[config.mk]
export PLATFORM = sky130hd
export DESIGN_NAME = imem_loader
export DESIGN_NICKNAME = d
export VERILOG_FILES = /design/src/rtl/imem_loader_pkg.sv /design/src/rtl/imem_word_packer.sv /design/src/rtl/imem_loader.sv
export SDC_FILE = /design/constraint.sdc
export NUM_CORES = 1
export LEC_CHECK = 0
export ABC_CLOCK_PERIOD_IN_PS = 5350
export CAP_MARGIN = 10
export CORE_ASPECT_RATIO = 1.1
export CORE_MARGIN = 5
export CORE_UTILIZATION = 60
export CTS_BUF_LIST = sky130_fd_sc_hd__clkbuf_4 sky130_fd_sc_hd__clkbuf_8
export DETAILED_ROUTE_END_ITERATION = 8
export DONT_BUFFER_PORTS = 1
export GPL_TIMING_DRIVEN = 0
export PLACE_DENSITY_LB_ADDON = 0.05
export SYNTH_ARGS = -nofsm -noshare
export SYNTH_HDL_FRONTEND = slang
export SYNTH_SLANG_ARGS = --single-unit
export TNS_END_PERCENT = 10
[constraint.sdc]
create_clock -name PHI1 -period 5.35 [get_ports PHI1]
set_clock_uncertainty 0.1 [all_clocks]
set_input_delay 1.07 -clock PHI1 [delete_from_list [all_inputs] [get_ports PHI1]]
set_output_delay 1.07 -clock PHI1 [all_outputs]
set_load 0.005 [all_outputs]
[src/rtl/imem_loader_pkg.sv]
// Shared types and constants for the instruction-memory loader.
// Provides the loader FSM state encoding, the bus width and a range helper.
// Latency: n/a (declarations only). Backpressure: n/a.
package imem_loader_pkg;

  localparam int WORD_SIZE = 32;

  typedef enum logic [1:0] {
    LDR_IDLE  = 2'd0,
    LDR_RECV  = 2'd1,
    LDR_WRITE = 2'd2,
    LDR_DONE  = 2'd3
  } ldr_state_t;

  // True when a word index falls inside a memory of 'depth' words.
  function automatic logic addr_in_range(input logic [WORD_SIZE-1:0] addr,
                                         input int unsigned depth);
    return addr < WORD_SIZE'(depth);
  endfunction

endpackage

[src/rtl/imem_word_packer.sv]
// Packs a byte stream big-endian into 32-bit words (first byte -> bits 31:24).
// Latency: word/word_full are combinational on the strobe that carries the 4th byte.
// Backpressure: none; the caller only strobes bytes it has accepted.
// Ports: clk, clear (sync, drops any partial word), byte_stb, byte_in -> word, word_full.
module imem_word_packer
  import imem_loader_pkg::*;
(
  input  logic                 clk,
  input  logic                 clear,
  input  logic                 byte_stb,
  input  logic [7:0]           byte_in,
  output logic [WORD_SIZE-1:0] word,
  output logic                 word_full
);

  logic [1:0]  byte_cnt;
  logic [23:0] shift_q;

  always_ff @(posedge clk) begin
    if (clear) begin
      byte_cnt <= 2'd0;
      shift_q  <= 24'd0;
    end else if (byte_stb) begin
      // Counter wraps 3 -> 0 so the next word starts clean without a clear.
      byte_cnt <= byte_cnt + 2'd1;
      shift_q  <= {shift_q[15:0], byte_in};
    end
  end

  // Only the first three bytes are stored; the fourth is taken straight from
  // the input so the loader can register the complete word on the same edge
  // that accepts the last byte (keeps the 4 RECV + 1 WRITE cadence).
  assign word      = {shift_q, byte_in};
  assign word_full = byte_stb && (byte_cnt == 2'd3);

endmodule

[src/rtl/imem_loader.sv]
// Loads a host byte stream into instruction memory via IAddrE/IInE/IWriteE,
// holding the core off (CoreHold) during the load; reports Done/Error/Checksum.
// Latency: one write per 5 cycles with a gapless stream (4 byte cycles + 1 write cycle).
// Backpressure: ByteReady is high only in RECV; the sender holds ByteIn until taken.
// Ports: PHI1/MRST; Start, BaseAddr, NumWords; ByteIn/ByteValid/ByteReady;
//        IAddrE/IInE/IWriteE to memory; CoreHold, Busy, Done, Error, Checksum status.
module imem_loader
  import imem_loader_pkg::*;
#(
  parameter int WORDS = 128,
  parameter int CNT_W = 16
) (
  input  logic                 PHI1,
  input  logic                 MRST,
  input  logic                 Start,
  input  logic [WORD_SIZE-1:0] BaseAddr,
  input  logic [CNT_W-1:0]     NumWords,
  input  logic [7:0]           ByteIn,
  input  logic                 ByteValid,
  output logic                 ByteReady,
  output logic [WORD_SIZE-1:0] IAddrE,
  output logic [WORD_SIZE-1:0] IInE,
  output logic                 IWriteE,
  output logic                 CoreHold,
  output logic                 Busy,
  output logic                 Done,
  output logic                 Error,
  output logic [WORD_SIZE-1:0] Checksum
);

  ldr_state_t           state;
  logic [WORD_SIZE-1:0] base_addr;
  logic [CNT_W-1:0]     num_words;
  logic [CNT_W-1:0]     index;
  logic [CNT_W-1:0]     idx_next;
  logic [WORD_SIZE-1:0] wr_addr;
  logic                 addr_ok;
  logic                 start_acc;
  logic                 byte_stb;
  logic [WORD_SIZE-1:0] word;
  logic                 word_full;

  assign start_acc = Start && ((state == LDR_IDLE) || (state == LDR_DONE));
  assign byte_stb  = ByteValid && ByteReady;
  assign idx_next  = index + CNT_W'(1);
  // 32-bit wraparound is intentional: a huge BaseAddr must not alias back in range
  // unless the 32-bit sum really is below WORDS.
  assign wr_addr   = base_addr + WORD_SIZE'(index);
  assign addr_ok   = addr_in_range(wr_addr, WORDS);

  imem_word_packer u_packer (
    .clk       (PHI1),
    .clear     (MRST || start_acc),
    .byte_stb  (byte_stb),
    .byte_in   (ByteIn),
    .word      (word),
    .word_full (word_full)
  );

  always_ff @(posedge PHI1) begin
    if (MRST) begin
      state     <= LDR_IDLE;
      base_addr <= '0;
      num_words <= '0;
      index     <= '0;
      ByteReady <= 1'b0;
      IAddrE    <= '0;
      IInE      <= '0;
      IWriteE   <= 1'b0;
      CoreHold  <= 1'b0;
      Busy      <= 1'b0;
      Done      <= 1'b0;
      Error     <= 1'b0;
      Checksum  <= '0;
    end else begin
      case (state)
        LDR_IDLE, LDR_DONE: begin
          if (Start) begin
            base_addr <= BaseAddr;
            num_words <= NumWords;
            index     <= '0;
            Checksum  <= '0;
            Error     <= 1'b0;
            if (NumWords == '0) begin
              // Empty load: straight to DONE, core never held.
              state     <= LDR_DONE;
              Done      <= 1'b1;
              CoreHold  <= 1'b0;
              Busy      <= 1'b0;
              ByteReady <= 1'b0;
            end else begin
              state     <= LDR_RECV;
              Done      <= 1'b0;
              CoreHold  <= 1'b1;
              Busy      <= 1'b1;
              ByteReady <= 1'b1;
            end
          end
        end

        LDR_RECV: begin
          // Write-cycle outputs are loaded here so they are already stable
          // throughout the WRITE cycle (memory samples on the falling edge).
          if (word_full) begin
            state     <= LDR_WRITE;
            ByteReady <= 1'b0;
            IAddrE    <= wr_addr;
            IInE      <= word;
            if (addr_ok) begin
              IWriteE  <= 1'b1;
              Checksum <= Checksum + word;
            end else begin
              Error    <= 1'b1;
            end
          end
        end

        LDR_WRITE: begin
          IWriteE <= 1'b0;
          // IWriteE doubles as the "this write was in range" flag.
          if (IWriteE && (idx_next != num_words)) begin
            index     <= idx_next;
            state     <= LDR_RECV;
            ByteReady <= 1'b1;
          end else begin
            if (IWriteE) begin
              index <= idx_next;
            end
            state    <= LDR_DONE;
            Done     <= 1'b1;
            CoreHold <= 1'b0;
            Busy     <= 1'b0;
          end
        end

        default: state <= LDR_IDLE;
      endcase
    end
  end

endmodule
==> qor.yml <==
place:
  portBuffers: 0
  dp_hpwl_mm: 23.6
  dpl_cell_area_sq_mm: 0.0108
  gp_congestion: 0.968
  dp_slack_ps: 597
route:
  route.detailed.drc: 0
  routedWlPerCell_um: 18.6
  first_iter_violations: 723
  routed_via_density: 5.96
  detail-route-antenna-nets: 0
  drtPass1Iterations: 7
  dr_total_vias: 9751
  wl_mm: 30.5
clocking:
  cts_buffer_depth: 2
  cts_setup_buffers: 0
  clkSinkCount: 193
  numCtsBuffers: 17
  cts_resized: 0
  cts_tree: "yes"
  postCtsHoldBufs: 0
  root_buffer: "clkbuf_8"
  ctsHtreeMaxLevel: 4
  clock_latency_ps: 480
  path_clk_slew_ps: 100
timing:
  fin_setup_tns_ps: 0
  layout_setup_ws_ps: 497
  rsz0062_at_grt: "false"
  setup_viol: 0
  final_max_slew_viol_count: 0
  fin_crit_sh_pct: 90.7
  hold_viol_final: 0
  clock.fmax_mhz: 206
  relSlewSlack_pct: 46.3
  worstMarginPinSlew_ps: 795
  period_minus_slack_ps: 4850
global_routing:
  antenna_found_initial: 0
  first_global_vias: 8946
  grtUsageTotal_pct: 29.6
  grt_pass1_wl_mm: 47.6
  grt_overflow: 0
  grt_max_degree: 17
worst_setup_path:
  crit_arrival_ps: 5140
  r2r_cells: 15
  crit_fanout: 10
  startpoint: "index[0]$_SDFFE_PP0P_"
  rrSetupSlack_ps: 500
  required_ps: 5640
  crit_path_end: "Checksum[0]$_SDFFE_PP0P_"
  r2r_end: "Checksum[0]$_SDFFE_PP0P_"
  r2r_start: "index[0]$_SDFFE_PP0P_"
  worstSetupPathType: "flop to flop"
  worstSetupEndpointType: "flop"
  cp-start-kind: "flop"
power:
  peakVddDrop_v: 0.000223
  powerDensity_mw_per_mm2: 365
  pwr-share-comb_pct: 35.8
  clockPowerShare_pct: 23.1
  switching_share_pct: 41.1
  internal_power_uw: 2400
  p_leak_uw: 0.00419
  seqPwrFrac_pct: 41.1
  switchingPower_uw: 1680
synthesis:
  ys_types: 67
  ys_warn_count: 0
  syn_area_sq_mm: 0.0105
  syn_inst: 1371
  synth_edf_count: 0
  syn_avg_cell_area_sq_um: 7.66
  ys.flop_type: "dfxtp_1"
  synth-seq-cells: 193
  synth_nets: 1485
  async_flop_share_pct: 0
  seq_area_frac_synth_pct: 36.8
floorplanning:
  die_area_sq_mm: 0.0203
  core_area_sq_mm: 0.0171
  io_pins: 162
  die_h_um: 149
  start_util_pct: 61.3
  num_rows: 50
  die_w_um: 136
worst_hold_path:
  min_path_type: "flop to flop"
  hold_path_depth: 2
final_layout:
  antenna_cells: 0
  layout-drive-gt1-share_pct: 4.49
  design_area_sq_mm: 0.0112
  syn2layout_area_growth_pct: 6.42
  fin_nets: 1504
status:
  outcome: "finished clean"
job:
  maxCapViolations: 0
power by group through the flow:
stage	registers [uW]	clock network, uW	logic [uW]
detailed placement	1710	0	1430
CTS	1680	946	1440
finish	1680	944	1460
global placement	1710	0	1400
global route	1700	1010	1600
floorplan	1670	0	1030
through the flow:
| step | power, uW | hold slack, ps | instances | util [%] |
|---|---|---|---|---|
| 4_1_cts | 4060 | 366 | 1636 | 65.2 |
| 6_report | 4080 | 367 | 1636 | 65.2 |
| 3_5_place_dp | 3140 | 354 | 1605 | 63.0 |
| 5_1_grt | 4310 | 385 | 1636 | 65.2 |
| 2_1_floorplan | 2700 | 340 | 1371 | - |
| 3_3_place_gp | 3110 | 347 | 1605 | 63.0 |
routing by layer:
metal	global-route usage [%]	vias to the layer above	wire length [um]
met2	49.9	348	14700
met1	36.8	4491	12600
met5	0	-	0
met4	12.2	0	1180
met3	6.11	68	2020
li1	-	4844	-
area by class of cell:
| type | instances | area [sq um] |
|---|---|---|
| buffer | 74 | 295 |
| clock buffer | 21 | 277 |
| clock inverter | 10 | 105 |
| fill | 1617 | 5960 |
| inverter | 21 | 78.8 |
| multi-input combinational | 1083 | 6270 |
| sequential | 193 | 3860 |
| tap | 234 | 293 |
critical path, stage by stage (launching register included):
cell	delay, ps
dfxtp_1	470
ha_1	250
inv_1	60
fa_1	400
nand2b_1	190
a21oi_1	360
o21ai_0	280
o21a_1	270
a211oi_1	420
o2111ai_1	240
nor4_1	410
nand4_1	230
a21oi_2	400
buf_2	320
nor2_1	100
a22o_1	250
flip-flops by register name, summed over array words and instances (netlist names):
signal,flops
Busy,1
ByteReady,1
Checksum,32
Done,1
Error,1
IAddrE,32
IInE,32
IWriteE,1
base_addr,32
index,16
num_words,16
state,2
u_packer.byte_cnt,2
u_packer.shift_q,24
worst min-delay path by stage:
stage / end / slack (ps) / startpoint
floorplan: u_packer.byte_cnt[1]$_SDFFE_PP0P_ / 340 / u_packer.byte_cnt[1]$_SDFFE_PP0P_
global placement: u_packer.byte_cnt[1]$_SDFFE_PP0P_ / 350 / u_packer.byte_cnt[1]$_SDFFE_PP0P_
detailed placement: u_packer.byte_cnt[1]$_SDFFE_PP0P_ / 350 / u_packer.byte_cnt[1]$_SDFFE_PP0P_
CTS: u_packer.byte_cnt[1]$_SDFFE_PP0P_ / 370 / u_packer.byte_cnt[1]$_SDFFE_PP0P_
global route: u_packer.byte_cnt[1]$_SDFFE_PP0P_ / 380 / u_packer.byte_cnt[1]$_SDFFE_PP0P_
finish: base_addr[14]$_SDFFE_PP0P_ / 370 / base_addr[14]$_SDFFE_PP0P_
cell usage in the layout (no fill, tap or decap), types with 5 or more instances in the layout:
master	Yosys	routed
a211oi_1	28	28
a21o_1	25	25
a21oi_1	199	199
a31oi_1	9	9
and2_1	7	7
and3_1	14	14
buf_2	5	5
clkbuf_1	63	63
clkbuf_8	0	19
dfxtp_1	193	193
ha_1	52	52
inv_1	21	21
nand2_1	295	295
nand2b_1	16	16
nand3_1	51	51
nand4_1	6	6
nor2_1	86	86
nor2b_1	5	5
nor3_1	31	31
nor3b_1	8	8
nor4_1	7	7
o211ai_1	6	6
o21a_1	10	10
o21ai_0	56	56
o21bai_1	8	8
o31ai_1	5	5
or2_2	7	7
or3_1	11	11
or3b_2	6	6
xnor2_1	47	47
xor2_1	30	30
Yosys cell counts (6+ instances only):
master    count  area (sq um)
nor3b_1       8          60.1
nand2b_1     16           100
a211oi_1     28           210
o21ai_0      56           280
a21o_1       25           188
or3b_2        6          52.6
or2_2         7          43.8
or3_1        11          68.8
nor3_1       31           155
nor2_1       86           323
inv_1        21          78.8
xor2_1       30           263
nand2_1     295          1110
o21bai_1      8          60.1
a21oi_1     199           996
a31oi_1       9          56.3
nand4_1       6          37.5
nand3_1      51           255
nor4_1        7          43.8
dfxtp_1     193          3860
and3_1       14          87.6
ha_1         52           651
clkbuf_1     63           236
o21a_1       10          75.1
xnor2_1      47           412
and2_1        7          43.8
o211ai_1      6          45.0
logic make-up after synthesis:
kind of cell,share of synthesized area (%)
adder cells (fa/ha/maj),6.57
buffers and inverters,3.56
flip-flops,36.8
AND/OR/NAND/NOR,23.9
XOR/XNOR,6.42
AO/OA/AOI/OAI,22.8
Note: power is estimated with default switching activity, not from simulation.
